--- src/rtl/gpi_debounce_if.sv ---
// rtl/gpi_debounce_if.sv - pad-side enable/level inputs and debounced level/edge outputs
interface gpi_debounce_if #(
    parameter int WIDTH = 8
);
    logic             en;
    logic [WIDTH-1:0] pin_in;
    logic [WIDTH-1:0] gpi_clean;
    logic [WIDTH-1:0] rise;
    logic [WIDTH-1:0] fall;
    logic             tick;

    modport master (
        output en,
        output pin_in,
        input  gpi_clean,
        input  rise,
        input  fall,
        input  tick
    );

    modport slave (
        input  en,
        input  pin_in,
        output gpi_clean,
        output rise,
        output fall,
        output tick
    );
endinterface

--- src/rtl/gpi_debounce.sv ---
// rtl/gpi_debounce.sv - per-bit synchronizer and tick-sampled debounce filter with edge pulses
module gpi_debounce #(
    parameter int WIDTH          = 8,
    parameter int TICK_DIV       = 1000,
    parameter int STABLE_SAMPLES = 4
) (
    input  logic PCLK,
    input  logic PRESET,
    gpi_debounce_if.slave bus
);
    localparam int              PW        = $clog2(TICK_DIV);
    localparam logic [PW-1:0]   PRE_LAST  = PW'(TICK_DIV - 1);
    localparam logic [PW-1:0]   PRE_ONE   = PW'(1);
    localparam logic [4:0]      ACCEPT_AT = 5'(STABLE_SAMPLES);

    logic [WIDTH-1:0]      sync1, sync2;
    logic [PW-1:0]         pre_q, pre_d;
    logic [WIDTH-1:0][3:0] cnt_q, cnt_d;
    logic [WIDTH-1:0]      clean_q, clean_d;
    logic [WIDTH-1:0]      rise_q, rise_d;
    logic [WIDTH-1:0]      fall_q, fall_d;
    logic                  tick;

    assign tick = bus.en && (pre_q == PRE_LAST);

    always_comb begin
        pre_d = '0;
        if (bus.en) begin
            pre_d = (pre_q == PRE_LAST) ? '0 : pre_q + PRE_ONE;
        end
    end

    // cnt == 0 is the STABLE state, anything else is PENDING toward a new level
    always_comb begin
        cnt_d   = cnt_q;
        clean_d = clean_q;
        rise_d  = '0;
        fall_d  = '0;
        for (int b = 0; b < WIDTH; b++) begin
            if (!bus.en) begin
                cnt_d[b] = 4'd0;
            end else if (tick) begin
                if (sync2[b] == clean_q[b]) begin
                    cnt_d[b] = 4'd0;
                end else if (({1'b0, cnt_q[b]} + 5'd1) < ACCEPT_AT) begin
                    cnt_d[b] = cnt_q[b] + 4'd1;
                end else begin
                    cnt_d[b]   = 4'd0;
                    clean_d[b] = sync2[b];
                    rise_d[b]  = sync2[b];
                    fall_d[b]  = ~sync2[b];
                end
            end
        end
    end

    always_ff @(posedge PCLK or posedge PRESET) begin
        if (PRESET) begin
            sync1   <= '0;
            sync2   <= '0;
            pre_q   <= '0;
            cnt_q   <= '0;
            clean_q <= '0;
            rise_q  <= '0;
            fall_q  <= '0;
        end else begin
            sync1   <= bus.pin_in;
            sync2   <= sync1;
            pre_q   <= pre_d;
            cnt_q   <= cnt_d;
            clean_q <= clean_d;
            rise_q  <= rise_d;
            fall_q  <= fall_d;
        end
    end

    assign bus.gpi_clean = clean_q;
    assign bus.rise      = rise_q;
    assign bus.fall      = fall_q;
    assign bus.tick      = tick;
endmodule

--- src/flat_wrapper.sv ---
// flat-port wrapper written by rule: the top's interface ports become plain ports
module gpi_debounce_flat 
#(
    parameter int WIDTH          = 8,
    parameter int TICK_DIV       = 1000,
    parameter int STABLE_SAMPLES = 4
)
  (PCLK, PRESET, bus_en, bus_pin_in, bus_gpi_clean, bus_rise, bus_fall, bus_tick);
  gpi_debounce_if #(.WIDTH(WIDTH)) bus_i ();
  input  logic PCLK;
  input  logic PRESET;
  input wire logic [$bits(bus_i.en)-1:0] bus_en;
  input wire logic [$bits(bus_i.pin_in)-1:0] bus_pin_in;
  output wire logic [$bits(bus_i.gpi_clean)-1:0] bus_gpi_clean;
  output wire logic [$bits(bus_i.rise)-1:0] bus_rise;
  output wire logic [$bits(bus_i.fall)-1:0] bus_fall;
  output wire logic [$bits(bus_i.tick)-1:0] bus_tick;
  assign bus_i.en = bus_en;
  assign bus_i.pin_in = bus_pin_in;
  assign bus_gpi_clean = bus_i.gpi_clean;
  assign bus_rise = bus_i.rise;
  assign bus_fall = bus_i.fall;
  assign bus_tick = bus_i.tick;
  gpi_debounce #(.WIDTH(WIDTH), .TICK_DIV(TICK_DIV), .STABLE_SAMPLES(STABLE_SAMPLES)) u_core (.PCLK(PCLK), .PRESET(PRESET), .bus(bus_i));
endmodule
--- config.mk ---
export PLATFORM = sky130hd
export DESIGN_NAME = gpi_debounce_flat
export DESIGN_NICKNAME = d
export VERILOG_FILES = /design/src/rtl/gpi_debounce_if.sv /design/src/rtl/gpi_debounce.sv /design/src/flat_wrapper.sv
export SDC_FILE = /design/constraint.sdc
export NUM_CORES = 1
export LEC_CHECK = 0
export CAP_MARGIN = 25
export CELL_PAD_IN_SITES_DETAIL_PLACEMENT = 1
export CELL_PAD_IN_SITES_GLOBAL_PLACEMENT = 2
export CORE_MARGIN = 5
export CORE_UTILIZATION = 38
export DETAILED_ROUTE_END_ITERATION = 16
export PLACE_DENSITY = 0.83
export SLEW_MARGIN = 30
export SYNTH_ARGS = -nofsm -noshare
export SYNTH_HDL_FRONTEND = slang
export SYNTH_SLANG_ARGS = --single-unit
--- constraint.sdc ---
create_clock -name PCLK -period 3.01 [get_ports PCLK]
set_clock_uncertainty 0.05 [all_clocks]
set_input_delay 0.602 -clock PCLK [delete_from_list [all_inputs] [get_ports PCLK]]
set_output_delay 0.602 -clock PCLK [all_outputs]
set_load 0.03 [all_outputs]
* Word level (Yosys, flattened, before mapping) *
Index checks and enable logic that the tools add are counted.

storage, ports and cells
  register bits after elaboration = 82
  input port bits = 11
  output and inout bits = 25
  word-level logic and storage cells = 187

cells by class
  $add $sub $neg = 17
  $lt $le $gt $ge = 8
  equal/unequal tests = 10
  multiplexer cells = 98
  bitwise gates (word level) = 24
  reductions and logical operators = 9

operators with widths
  kind                     count
  $mux W4                  32
  $mux W1                  64
  $add A4 B1 Y5 const B    8
  $lt A5 B3 Y1 const B     8
  $add A4 B1 Y4 const B    8
  $reduce_and A4 Y1        8
  $not A1 Y1               24
  $mux W10                 2
  $add A10 B1 Y10 const B  1
  $eq A10 B10 Y1 const B   1
  $eq A1 B1 Y1             8
  $ne A2 B1 Y1 const B     1
  $logic_and A1 B1 Y1      1

* Longest topological paths before layout *
  depth in word-level cells = 6
  depth in mapped cells = 7
  depth with buffers taken out = 5

* Worst setup path after synthesis *
No wires, ideal clock.

  kind = flip-flop to output port
  start = register u_core.pre_q[0]
  end = output port bus_tick
  data arrival time = 1453 ps
  setup slack = 905 ps
  cell stages (with the launch flop) = 7
  path buffers = 2
  cells stage by stage = dfrtp_1 > ha_1 > and2_1 > clkbuf_2 > nand4_1 > clkbuf_1 > inv_1

on the way
  cells in the longest elaborated chain, start to end = 2

RTL lines
  element                   line                source
  start: declaration        gpi_debounce.sv:17  logic [PW-1:0] pre_q, pre_d;
  start signal: assignment  gpi_debounce.sv:69  pre_q <= pre_d;
  $eq A10 B10 Y1            gpi_debounce.sv:24  assign tick = bus.en && (pre_q == PRE_LAST);
  $logic_and A1 B1 Y1       gpi_debounce.sv:24
  end: declaration          flat_wrapper.sv:17  output wire logic [$bits(bus_i.tick)-1:0] bus_tick;

No other way between the ends.

* Worst setup path in the final report *
Ends and elaborated chain as after synthesis.

==> impl_metrics.tcl <==
set metrics [dict create \
    fin_cells 419 \
    crit_path_max_fanout 7 \
    drive_gt1_share_pct 12.5 \
    cts_tree "built" \
    netlist_instances 263 \
    dieArea_um2 10700 \
    tightestPinTransition_ps 538 \
    vias 2152 \
    async_flop_share_pct 100 \
    setup_viol 0 \
    synth_cell_type_count 27 \
    grt_overflow 0 \
    place_congestion 0.774 \
    cts_buffer_depth 2 \
    cts-buffers-inserted 9 \
    status "complete, no violations" \
    synthSimpleGateAreaFrac_pct 15.9 \
    finalHoldViolations 0 \
    drtPass1Iterations 4 \
    wire_per_inst_um 15.8 \
    synth_top_family_by_area "simple AND/OR/NAND/NOR gates" \
    synth_commonest_cells "dfrtp_1 (82), nor2_1 (37), and2_1 (21), xnor2_1 (12)" \
    hold_class "register to register" \
    port_buffers 35 \
    yosysTopAreaCell "dfrtp_1" \
    whs_ps 299 \
    antenna_cells 0 \
    die_width_um 103 \
    wirelength_um 6630 \
    post-route-min-period_ps 2290 \
    area_delta_synth_final_pct 22.4 \
    avgSynthCellArea_um2 12.6 \
    coreArea_um2 8590 \
    grt_usage_pct 14.0 \
    worstPathRequired_ps 2360 \
    grt_pass1_wl_um 11700 \
    start_util_pct 38.5 \
    tns_ps 0 \
    power_leakage_nw 1.90 \
    worst_setup_path_end_kind "output pin" \
    power_density_nw_per_um2 534 \
    yosysMostFrequentCell "dfrtp_1" \
    utilization_pct 47.2 \
    drt_iter0_markers 66 \
    drv_slew 0 \
    max-cap-violations 0 \
    ios 36 \
    route.antenna.remaining_nets 0 \
    muxShareOfSynthArea_pct 3.63 \
    post_cts_resized 0 \
    clock_sinks 82 \
    synth_xor_area_share_pct 4.23 \
    clk_latency_ps 340 \
    startpoint_type "register" \
    arrival_ps 1640 \
    critical_path_class "register to output pin" \
    synth_top_area_share_pct 62.0 \
    cts_max_level 3 \
    clk_pin_slew_worst_paths_ps 80 \
    rsz0062_at_grt "false" \
    fin_crit_sh_pct 76.0 \
    placed_cells 403 \
    place_hpwl_um 4550 \
    synth_fa_ha_area_share_pct 3.40 \
    synth-compound-area-share_pct 9.37 \
    syn_area_um2 3310 \
    ys_seq_area_share_pct 62.0 \
    synth_seq_cells 82 \
    synth-edff-count 0 \
    fin_nets 326 \
    postCtsSetupBuffers 0 \
    fmax_mhz 437 \
    avgViaCountPerCell 5.14 \
    slew_headroom_pct 64.2 \
    drc_errors 0 \
    vdd_drop_max_uv 243 \
    synth_fp_nets 283 \
    rows 34 \
    yosys_warnings 0 \
    antenna_found_initial 0 \
    synthTopCellsByArea "dfrtp_1 (62%), nor2_1 (4.2%), and2_1 (4.0%), mux2_4 (3.6%), ha_1 (3.4%)" \
    cts_root_buffer "clkbuf_8" \
    die_y_um 103 \
    synthFlopType "dfrtp_1" \
    first_global_vias 2442 \
    postCtsHoldBufs 0 \
    grt_max_degree 63 \
]
## state kept, by name (all words and copies together), names as in the netlist
name and flops:
u_core.bus.rise 8, u_core.sync1 8, u_core.bus.fall 8, u_core.sync2 8, u_core.cnt_q 32, u_core.bus.gpi_clean 8
u_core.pre_q 10
## final timing paths
check                                startpoint                       to  slack, ps  cells past startpoint
worst max register to register  u_core.pre_q[0]  u_core.bus.gpi_clean[2]        980                      5
worst min-delay path            u_core.sync1[2]          u_core.sync2[2]        300                      0
min in group asynchronous                PRESET          u_core.sync2[5]        500                      2
max in group asynchronous                PRESET          u_core.cnt_q[6]       1770                      3
worst max-delay path            u_core.pre_q[0]                 bus_tick        720                      5
worst min register to register  u_core.sync1[2]          u_core.sync2[2]        300                      0
## layout by cell type, fill, tap and decap left out
| cell | instances |
|---|---|
| nand2_1 | 8 |
| clkinv_2 | 3 |
| and4bb_1 | 1 |
| and2_1 | 21 |
| a22o_1 | 8 |
| dfrtp_1 | 82 |
| and3_1 | 1 |
| xor2_1 | 4 |
| xnor2_1 | 12 |
| and4_1 | 1 |
| mux2_4 | 8 |
| ha_1 | 9 |
| clkbuf_8 | 11 |
| a32o_1 | 8 |
| a21boi_0 | 5 |
| nor2_1 | 37 |
| buf_12 | 1 |
| a21oi_1 | 8 |
| buf_4 | 4 |
| and3b_1 | 8 |
| a31oi_2 | 1 |
| nor4_1 | 9 |
| nand4_1 | 3 |
| clkdlybuf4s50_1 | 34 |
| nor3_1 | 9 |
| bufinv_16 | 3 |
| inv_1 | 2 |
| nand3_1 | 2 |
| o21ai_2 | 8 |
## where the power goes
| part | internal [mW] | total [mW] | switching, mW | leakage [nW] |
|---|---|---|---|---|
| sequential | 1.11 | 1.13 | 0.0109 | 1.11 |
| clock | 0.594 | 0.977 | 0.383 | 0.129 |
| combinational | 0.0238 | 0.0628 | 0.0390 | 0.661 |
| total | 1.73 | 2.17 | 0.433 | 1.90 |
## metrics by stage
step / setup WS, ps / power [mW] / area (um^2)
floorplan: 250 / 1.18 / 3310
finish: 722 / 2.17 / 4050
global route: 544 / 2.25 / 4050
CTS: 676 / 2.20 / 4050
global placement: 711 / 1.21 / 3800
detailed placement: 686 / 1.21 / 3800
## area by class of cell
cell class,count,area [um^2]
clock buffers,11,151
clock inverters,5,100
fillers,922,4540
inverters,3,12.5
multi-input cells,171,1210
flip-flops and latches,82,2050
well taps,108,135
repair buffers,39,390
## cell families after synthesis
logic type               count (synthesis)
AO/OA/AOI/OAI                           38
AND/OR/NAND/NOR                        100
adder cells (fa/ha/maj)                  9
buffers and inverters                   10
XOR/XNOR                                16
multiplexers                             8
flip-flops                              82
## worst max-delay path: stages, from the launching register on
cell and delay [ps]:
dfrtp_1 370, ha_1 180, and2_1 280, nand4_1 170
inv_1 130, buf_4 170
## per-layer routing
| layer | wire length (um) | GRT usage (%) | vias up |
|---|---|---|---|
| met5 | 0 | 0 | - |
| met4 | 100 | 4.48 | 0 |
| met3 | 255 | 3.69 | 10 |
| met2 | 3350 | 23.7 | 34 |
| met1 | 2920 | 17.5 | 1103 |
| li1 | - | - | 1005 |
Note: power is estimated with default switching activity, not from simulation.
